==> src/rtl/divider_pkg.sv <==
// Shared types and constants for the 8-bit by 4-bit restoring divider.
package divider_pkg;

  localparam int unsigned DIVIDEND_W = 8;
  localparam int unsigned DIVISOR_W  = 4;
  localparam int unsigned COUNT_W    = 3;

  localparam logic [DIVIDEND_W-1:0] QUOT_DZ = 8'hFF;
  localparam logic [DIVISOR_W-1:0]  REM_DZ  = 4'h0;

  typedef enum logic [1:0] {
    IDLE = 2'd0,
    CALC = 2'd1,
    DONE = 2'd2
  } state_e;

endpackage

==> src/rtl/divider_datapath.sv <==
// Remainder/quotient registers and the one-bit-per-cycle restoring step.
module divider_datapath
  import divider_pkg::*;
(
  input  logic                  clk,
  input  logic                  rst,
  input  logic                  load,
  input  logic                  shift_step,
  input  logic                  dz_load,
  input  logic [DIVIDEND_W-1:0] dividend,
  input  logic [DIVISOR_W-1:0]  divisor,
  output logic [DIVIDEND_W-1:0] quotient,
  output logic [DIVISOR_W-1:0]  remainder,
  output logic                  div_by_zero
);

  logic [DIVISOR_W:0]                  rem_q, rem_d;
  logic [DIVIDEND_W-1:0]               quot_q, quot_d;
  logic [DIVISOR_W-1:0]                dvsr_q, dvsr_d;
  logic                                dz_q, dz_d;
  logic [DIVISOR_W+DIVIDEND_W:0]       shifted;
  logic [DIVISOR_W:0]                  rem_sh;
  logic [DIVISOR_W:0]                  trial;

  // Partial remainder and quotient/dividend shift together as one register;
  // the 5-bit remainder cannot overflow since it stays below 2*divisor.
  always_comb begin
    shifted = {rem_q, quot_q} << 1;
    rem_sh  = shifted[DIVISOR_W+DIVIDEND_W:DIVIDEND_W];
    trial   = rem_sh - {1'b0, dvsr_q};
  end

  always_comb begin
    rem_d  = rem_q;
    quot_d = quot_q;
    dvsr_d = dvsr_q;
    dz_d   = dz_q;
    if (load) begin
      rem_d  = '0;
      quot_d = dividend;
      dvsr_d = divisor;
      dz_d   = 1'b0;
    end else if (dz_load) begin
      rem_d  = {1'b0, REM_DZ};
      quot_d = QUOT_DZ;
      dz_d   = 1'b1;
    end else if (shift_step) begin
      if (rem_sh >= {1'b0, dvsr_q}) begin
        rem_d  = trial;
        quot_d = {shifted[DIVIDEND_W-1:1], 1'b1};
      end else begin
        rem_d  = rem_sh;
        quot_d = {shifted[DIVIDEND_W-1:1], 1'b0};
      end
    end
  end

  always_ff @(posedge clk or negedge rst) begin
    if (!rst) begin
      rem_q  <= '0;
      quot_q <= '0;
      dvsr_q <= '0;
      dz_q   <= 1'b0;
    end else begin
      rem_q  <= rem_d;
      quot_q <= quot_d;
      dvsr_q <= dvsr_d;
      dz_q   <= dz_d;
    end
  end

  assign quotient    = quot_q;
  assign remainder   = rem_q[DIVISOR_W-1:0];
  assign div_by_zero = dz_q;

endmodule

==> src/rtl/divider.sv <==
// Divider control: IDLE/CALC/DONE sequencer and step counter driving the datapath.
module divider
  import divider_pkg::*;
(
  input  logic                  clk,
  input  logic                  rst,
  input  logic                  start,
  input  logic [DIVIDEND_W-1:0] dividend,
  input  logic [DIVISOR_W-1:0]  divisor,
  output logic [DIVIDEND_W-1:0] quotient,
  output logic [DIVISOR_W-1:0]  remainder,
  output logic                  busy,
  output logic                  done,
  output logic                  div_by_zero
);

  state_e             state_q, state_d;
  logic [COUNT_W-1:0] count_q, count_d;
  logic               load, shift_step, dz_load;

  always_comb begin
    state_d    = state_q;
    count_d    = count_q;
    load       = 1'b0;
    shift_step = 1'b0;
    dz_load    = 1'b0;
    busy       = 1'b0;
    done       = 1'b0;
    unique case (state_q)
      IDLE: begin
        if (start) begin
          if (divisor != '0) begin
            load    = 1'b1;
            count_d = '0;
            state_d = CALC;
          end else begin
            dz_load = 1'b1;
            state_d = DONE;
          end
        end
      end
      CALC: begin
        busy       = 1'b1;
        shift_step = 1'b1;
        count_d    = count_q + 1'b1;
        if (count_q == '1) begin
          state_d = DONE;
        end
      end
      DONE: begin
        busy    = 1'b1;
        done    = 1'b1;
        state_d = IDLE;
      end
      default: state_d = IDLE;
    endcase
  end

  always_ff @(posedge clk or negedge rst) begin
    if (!rst) begin
      state_q <= IDLE;
      count_q <= '0;
    end else begin
      state_q <= state_d;
      count_q <= count_d;
    end
  end

  divider_datapath u_datapath (
    .clk         (clk),
    .rst         (rst),
    .load        (load),
    .shift_step  (shift_step),
    .dz_load     (dz_load),
    .dividend    (dividend),
    .divisor     (divisor),
    .quotient    (quotient),
    .remainder   (remainder),
    .div_by_zero (div_by_zero)
  );

endmodule

==> config.mk <==
export PLATFORM = sky130hd
export DESIGN_NAME = divider
export DESIGN_NICKNAME = d
export VERILOG_FILES = /design/src/rtl/divider_pkg.sv /design/src/rtl/divider_datapath.sv /design/src/rtl/divider.sv
export SDC_FILE = /design/constraint.sdc
export NUM_CORES = 1
export LEC_CHECK = 0
export CAP_MARGIN = 30
export CELL_PAD_IN_SITES_DETAIL_PLACEMENT = 0
export CELL_PAD_IN_SITES_GLOBAL_PLACEMENT = 2
export CORE_MARGIN = 8
export CORE_UTILIZATION = 28
export CTS_CLUSTER_SIZE = 24
export DETAILED_ROUTE_END_ITERATION = 10
export PLACE_DENSITY_LB_ADDON = 0.12
export SETUP_SLACK_MARGIN = 0.15
export SLEW_MARGIN = 20
export SYNTH_ARGS = -nofsm -noshare
export SYNTH_HDL_FRONTEND = slang
export SYNTH_SLANG_ARGS = --single-unit
export TNS_END_PERCENT = 30
==> constraint.sdc <==
create_clock -name clk -period 1.8 [get_ports clk]
set_input_delay 0.27 -clock clk [delete_from_list [all_inputs] [get_ports clk]]
set_output_delay 0.27 -clock clk [all_outputs]
set_load 0.05 [all_outputs]
==> metrics.md, run 1 <==
| Metric | Value |
|---|---|
| Outcome | `complete, no violations` |
| Wire length of the first global-routing pass | `between 5 and 6 mm` |
| N_diodes | `0` |
| Worst-path cell chain | `ha_4, and3b_1, nor3_2, or4b_1, a31oi_1` |
| Register area | `555.5 sq um` |
| Post-Syn Area | `1305 sq um` |
| I/O Pins | `30` |
| Top FF cell, synth | `dfrtp_1` |
| Core Rows | `25` |
| Synth async-reset ratio | `1.000` |
| Crit. End Element | `flip-flop` |
| # nets final | `roughly 190` |
| # fillers | `between 400 and 500` |
| Cell family with most CP delay | `simple AND/OR/NAND/NOR gates` |
| Fmax | `between 500 and 600 MHz` |
| Peak supply drop | `803.0 uV` |
| Share of post-route cells with drive strength above 1 | `0.3054` |
| Hold_buf cts | `0` |
| Cell Pwr Density | `~2100 nW/um^2` |
| Biggest cell delay along the critical path | `0.52 ns` |
| Number of enable flip-flop cells after synthesis | `0` |
| Final Critical Period | `1.701 ns` |
| Area Overhead vs Synth | `40.27%` |
| H-tree depth | `1` |
| Via count | `1078` |
| Hpwl dp | `between 2 and 3 mm` |
| Die Y | `84.27 um` |
| Post-route worst setup slack | `just under 0.1 ns` |
| Hold Fails Final Rpt | `0` |
| Crit path buf inv count | `0` |
| Vias in the first global route | `1209` |
| # DRC | `0` |
| Seq/Total Area, Yosys | `0.4219` |
| Initial DRC count | `between 50 and 60` |
| CTS max path bufs | `2` |
| Final setup violation count | `0` |
| CTS tree | `yes` |
| Worst Path Arrival | `1.90 ns` |
| Pre-CTS WS | `-0.02708 ns` |
| Routed vias/inst | `4.878` |
| Worst Skew | `0.003224 ns` |
| HP Class | `in2async` |
| CP Max Fanout | `4` |
| PortBufs | `29` |
| Antenna violations before repair | `0` |
| CTS Sinks | `22` |
| Syn Area/Cell | `10.36 sq um` |
| Hold slack | `0.3558 ns` |
| Gpl congestion | `0.7079` |
| Worst slew pin tran | `0.3537 ns` |
| Initial core utilization | `0.2838` |
| Critical path type | `reg2reg` |
| Total GRT Usage | `0.09821` |
| Root buffer cell | `clkbuf_8` |
| Global route overflow | `0` |
| Core area | `4598 sq um` |
| CTS clk-pin slew, worst paths | `0.09 ns` |
| Antenna Nets Post-Route | `0` |
| Post-synthesis cell type count | `40` |
| # Max-Cap Violations | `0` |
| Slew HR | `0.7617` |
| Synth Instances | `126` |
| Crit path launch type | `flip-flop` |
| YS warnings | `0` |
| Die area | `7101 sq um` |
| Fin crit share | `0.9447` |
| Die W | `84.27 um` |
| Clk Latency, worst-skew pair | `around 0.27 ns` |
| RSZ-0062 raised after global routing | `true` |
| WP data required | `2.00 ns` |
| Largest net degree at the start of global routing | `23` |
| Syn nets | `151` |
| Per-cell routed wire length | `approximately 15 um` |
| Static Leak | `0.0008189 uW` |
| DRT Pass-1 Iters | `4` |
| Postcts setup bufs | `0` |
| Total Wirelength | `3.301 mm` |
| Footprint of the multi-input gates | `719.4 sq um` |
| Yosys reg bits | `22` |
| Slowest cell on crit path | `or4b_1` |
| Pins over their slew limit | `0` |
| TritonCTS buffer count | `3` |
## sequential cells by signal, summed over array words and instances, names as in the netlist
| name | flops |
|---|---|
| u_datapath.rem_q | 4 |
| u_datapath.quotient | 8 |
| u_datapath.dvsr_q | 4 |
| count_q | 3 |
| state_q | 2 |
| u_datapath.div_by_zero | 1 |
## layer usage
layer,vias to the layer above,share of wire,global-route usage
met1,519,0.47,0.1293
met3,5,0.036,0.02130
met4,0,0.014,0.03768
met5,-,0,0
li1,537,-,-
met2,17,0.48,0.1518
## stage by stage
stage / util / cell area [sq um] / power (uW) / setup TNS, ns / instances
floorplan: - / 1335 / 2603 / 0 / 126
global placement: 0.3826 / 1759 / 3402 / 0 / 217
detailed placement: 0.3826 / 1759 / 3433 / -0.05021 / 217
CTS: 0.3976 / 1828 / 3868 / 0 / 221
global route: 0.3981 / 1831 / 4122 / 0 / 221
finish: 0.3981 / 1831 / 3820 / 0 / 221
## what timing repair did
| action | CTS | global route |
|---|---|---|
| pin swaps | 0 | 2 |
| gates resized for setup | 2 | 2 |
| setup endpoints to repair | 5 | 8 |
## layout make-up
type                       count  share of cell area
clock buffer                   4             0.03008
inverter                      10             0.02051
multi-input combinational     88              0.3930
sequential                    22              0.3035
tap                           54             0.03691
timing repair buffer          43              0.2160
## synthesized netlist by cell type (2+ instances only)
cell,n,area share
dfrtp_1,22,0.42
inv_1,10,0.029
o21ai_0,10,0.038
ha_1,9,0.086
a21oi_1,8,0.031
nor3_1,8,0.031
mux2i_1,7,0.054
nand2_1,7,0.020
a22o_1,6,0.040
a31oi_1,3,0.014
a21boi_1,2,0.012
a21o_1,2,0.012
buf_2,2,0.0077
clkbuf_8,2,0.021
nand3_1,2,0.0077
nor4_1,2,0.0096
## worst paths after layout
| kind | start | end | slack, ns | cells after the start |
|---|---|---|---|---|
| worst max register to register | u_datapath.rem_q[1]$_DFFE_PN0P_ | u_datapath.rem_q[3]$_DFFE_PN0P_ | 0.1 | 5 |
| worst min register to register | u_datapath.dvsr_q[3]$_DFFE_PN0P_ | u_datapath.dvsr_q[3]$_DFFE_PN0P_ | 0.48 | 2 |
| min in group clk | u_datapath.dvsr_q[3]$_DFFE_PN0P_ | u_datapath.dvsr_q[3]$_DFFE_PN0P_ | 0.48 | 2 |
| worst max-delay path | u_datapath.rem_q[1]$_DFFE_PN0P_ | u_datapath.rem_q[3]$_DFFE_PN0P_ | 0.1 | 5 |
| worst min-delay path | rst | u_datapath.rem_q[3]$_DFFE_PN0P_ | 0.36 | 2 |
| max in group asynchronous | rst | u_datapath.rem_q[0]$_DFFE_PN0P_ | 1.18 | 2 |
## placed cells by master (no fill, tap or decap), types with 3 or more instances in the layout
cell type	n
clkdlybuf4s50_1	14
a21boi_1	3
a22o_1	6
nor3_1	8
inv_1	9
a21oi_1	8
a31oi_1	3
dfrtp_1	18
mux2i_1	7
nand2_1	7
buf_12	3
buf_4	26
dfrtp_2	4
clkbuf_8	4
o21ai_0	10
ha_1	6
## power by group
| part | leakage (uW) | switching, uW | total [uW] | internal [uW] |
|---|---|---|---|---|
| Sequential | 0.000263 | 179 | 890 | 712 |
| Combinational | 0.000527 | 1420 | 2560 | 1140 |
| Clock | 0.0000288 | 174 | 369 | 195 |
## logic make-up (layout without fill, tap and decap cells)
family                     after synthesis  after routing  synth area share
xor gates and xnor gates                 1              1          0.006713
and+or+nand+nor                         29             29            0.1342
muxes                                    8              8           0.06232
adders and majority gates               10             10            0.1016
DFF                                     22             22            0.4219
AOI/OAI and AO/OA                       40             40            0.2100
buffers and inverters                   16             57           0.06328
(Power assumes the default switching activity.)
==> run 2: changes to the inputs <==
--- a/config.mk
+++ b/config.mk
@@ -14,6 +14,7 @@
 export DETAILED_ROUTE_END_ITERATION = 10
 export PLACE_DENSITY_LB_ADDON = 0.12
 export SETUP_SLACK_MARGIN = 0.15
+export SKIP_LAST_GASP = 1
 export SLEW_MARGIN = 20
 export SYNTH_ARGS = -nofsm -noshare
 export SYNTH_HDL_FRONTEND = slang
==> constraint.sdc (replaced) <==
create_clock -name clk -period 1.45 [get_ports clk]
set_input_delay 0.2175 -clock clk [delete_from_list [all_inputs] [get_ports clk]]
set_output_delay 0.2175 -clock clk [all_outputs]
set_load 0.05 [all_outputs]
==> run 2 against run 1 <==
  * The run now ends with negative setup slack left
  * Sequential power rose by 28%
  * First-iteration DRC count is 41% lower
  * Sequential share of layout area down 5.4 points
  * Non-clock buffer count rose by 17
  * Final cell count grew 7.2%
  * Worst setup slack got worse by 0.36 ns
  * Clock skew is 0.0020 ns higher
  * Maximum frequency fell by 0.65%
  * Critical path depth stayed put
  * Register-to-register slack worse by 0.36 ns
  * Power increased by 51%
==> metrics.md, run 2 (synthesis gave the netlist of run 1 again) <==
| Metric | Value |
|---|---|
| Outcome | `finished with violations` |
| Failing checks | `negative setup slack` |
| Antenna Nets Post-Route | `0 (unchanged)` |
| Routed vias/inst | `4.764 (-2.3%)` |
| Most frequent cells in the layout | `buf_4, dfrtp_1, buf_12` |
| Cell Pwr Density | `2584 nW/um^2 (+24%)` |
| Hold slack | `0.3066 ns (-0.04916 ns)` |
| Crit. End Element | `flip-flop` |
| Fin crit share | `1.180 (+0.2357)` |
| Area Overhead vs Synth | `71.14%` |
| Peak supply drop | `2047 uV (+150%)` |
| CP Depth | `5 (unchanged)` |
| WP data required | `1.64 ns (-0.36 ns)` |
| Vias in the first global route | `1283 (+6.1%)` |
| Pre-CTS WS | `-0.3037 ns (-0.2766 ns)` |
| Gpl congestion | `0.7604 (+7.4%)` |
| I/O Pins | `30 (unchanged)` |
| Crit path buf inv count | `0 (unchanged)` |
| RSZ-0062 raised after global routing | `true` |
| PortBufs | `29 (unchanged)` |
| Worst reg-to-reg setup slack | `-0.26 ns (-0.36 ns)` |
| Core Rows | `25 (unchanged)` |
| Slowest cell on crit path | `dfrtp_2` |
| Die W | `84.27 um (unchanged)` |
| Worst slew pin tran | `0.3217 ns (-0.03201 ns)` |
| Die area | `7101 sq um (unchanged)` |
| Static Leak | `0.0009808 uW (+20%)` |
| Per-cell routed wire length | `14.93 um (about the same)` |
| Final setup violation count | `5 (+5)` |
| Biggest cell delay along the critical path | `0.43 ns (-0.09 ns)` |
| # fillers | `438 (-5.0%)` |
| CP Max Fanout | `4 (unchanged)` |
| Hold Fails Final Rpt | `0 (unchanged)` |
| Root buffer cell | `clkbuf_8` |
| # nets final | `210 (+8.8%)` |
| CTS tree | `yes` |
| # Max-Cap Violations | `0 (unchanged)` |
| Finished Cell Area | `2233 sq um (+22%)` |
| Post-route worst setup slack | `-0.2616 ns (-0.3610 ns)` |
| Final Critical Period | `1.712 ns (+0.01104 ns)` |
| Total Wirelength | `3.538 mm (+7.2%)` |
| Initial DRC count | `34 (-41%)` |
| CTS max path bufs | `2 (unchanged)` |
| Global route overflow | `0 (unchanged)` |
| N_diodes | `0 (unchanged)` |
| Placed cell area | `2058 sq um (+17%)` |
| Hold_buf cts | `0 (unchanged)` |
| Cell family with most CP delay | `simple AND/OR/NAND/NOR gates` |
| Wire length of the first global-routing pass | `6.065 mm (+4.0%)` |
| Largest net degree at the start of global routing | `23 (unchanged)` |
| Initial core utilization | `0.2838 (unchanged)` |
| Crit path launch type | `flip-flop` |
| Share of post-route cells with drive strength above 1 | `0.4536 (+0.1482)` |
| Die Y | `84.27 um (unchanged)` |
| CTS Sinks | `22 (unchanged)` |
| Reg-to-reg startpoint | `u_datapath.rem_q[1]$_DFFE_PN0P_` |
| Leading cell type in the layout, fill and taps excluded | `buf_4` |
| Reg2reg path depth | `5 (unchanged)` |
| Critical path type | `reg2reg` |
| Reg-to-reg endpoint | `u_datapath.rem_q[3]$_DFFE_PN0P_` |
| Setup TNS | `-1.070 ns (-1.070 ns)` |
| Hpwl dp | `2.654 mm (+3.9%)` |
| Worst Skew | `0.005247 ns (+0.002022 ns)` |
| Antenna violations before repair | `0 (unchanged)` |
| Pins over their slew limit | `0 (unchanged)` |
| Clk Latency, worst-skew pair | `0.26 ns (about the same)` |
| HP Class | `in2async` |
| Slew HR | `0.7849 (+0.02314)` |
| # DRC | `0 (unchanged)` |
| Via count | `1129 (+4.7%)` |
| Fmax | `584.3 MHz (-0.65%)` |
| H-tree depth | `1 (unchanged)` |
| DRT Pass-1 Iters | `4 (unchanged)` |
| Total GRT Usage | `0.1020 (+0.003816)` |
| Core area | `4598 sq um (unchanged)` |
| Max reg flops | `8 (unchanged)` |
| CTS clk-pin slew, worst paths | `0.08 ns (about the same)` |
| Worst-path cell chain | `ha_4, and3b_2, o21ai_1, or4b_1, a31oi_1` |
| Worst Path Arrival | `1.90 ns (about the same)` |
| TritonCTS buffer count | `3 (unchanged)` |
[run 2: cell types whose count changed in the layout (fill, tap and decap cells not counted), moves of 2 or more]
cell | before | now
a21boi_1 | 3 | 1
a21boi_4 | 0 | 2
buf_12 | 3 | 17
buf_4 | 26 | 29
clkdlybuf4s50_1 | 14 | 12
dlygate4sd2_1 | 0 | 2
ha_1 | 6 | 2
ha_4 | 2 | 6
inv_1 | 9 | 5
inv_2 | 1 | 5
o21ai_0 | 10 | 6
o21ai_1 | 1 | 5
[run 2: layout make-up]
type / instances / area, sq um / share of cell area
Sequential cell: 22 / 556.8 / 0.2493
Timing Repair Buffer: 60 / 695.7 / 0.3115
Inverter: 10 / 37.54 / 0.01681
Clock buffer: 3 / 41.29 / 0.01849
Tap cell: 54 / 67.56 / 0.03025
Multi-Input combinational cell: 88 / 834.6 / 0.3737
[run 2: timing repair]
item | CTS | global route
resized for setup | 13 | 10
setup buffers | 4 | 3
endpoints found under the setup margin | 22 | 24
pin swaps | 6 | 10
[run 2: power by group]
group / switching [uW] / leakage, uW / total, uW / internal, uW
logic: 2030 / 0.000698 / 4240 / 2210
registers: 258 / 0.000262 / 1140 / 885
clock network: 199 / 0.0000216 / 385 / 186
[run 2: worst reg2reg max path, delay by kind of cell, from the launching register on]
family	cells	cell delay [ns]
adder cells (fa/ha/maj)	1	0.26
AO/OA/AOI/OAI	2	0.30
flip-flops	1	0.43
AND/OR/NAND/NOR	2	0.65
[run 2: how the worst max path moves through the flow]
stage | from | endpoint | slack (ns)
global placement | divisor[1] | state_q[0]$_DFFE_PN0P_ | -0.27
finish | u_datapath.rem_q[1]$_DFFE_PN0P_ | u_datapath.rem_q[3]$_DFFE_PN0P_ | -0.26
global route | u_datapath.rem_q[1]$_DFFE_PN0P_ | u_datapath.rem_q[3]$_DFFE_PN0P_ | -0.34
CTS | u_datapath.rem_q[0]$_DFFE_PN0P_ | u_datapath.rem_q[3]$_DFFE_PN0P_ | -0.25
floorplan | u_datapath.quotient[7]$_DFFE_PN0P_ | u_datapath.rem_q[3]$_DFFE_PN0P_ | -0.34
detailed placement | divisor[1] | state_q[0]$_DFFE_PN0P_ | -0.30
[run 2: through the flow]
stage	utilization	cells	power (uW)
after global routing	0.4857	237	6213
after CTS	0.4721	234	5648
after floorplan	-	126	3462
after global placement	0.4476	227	5069
after detailed placement	0.4476	227	5126
final	0.4857	237	5772
[run 2: routing by layer]
metal,global-route usage,routed length (um)
met2,0.1706,1758
met5,0,0
met1,0.1253,1606
met4,0.02826,30
met3,0.02614,142
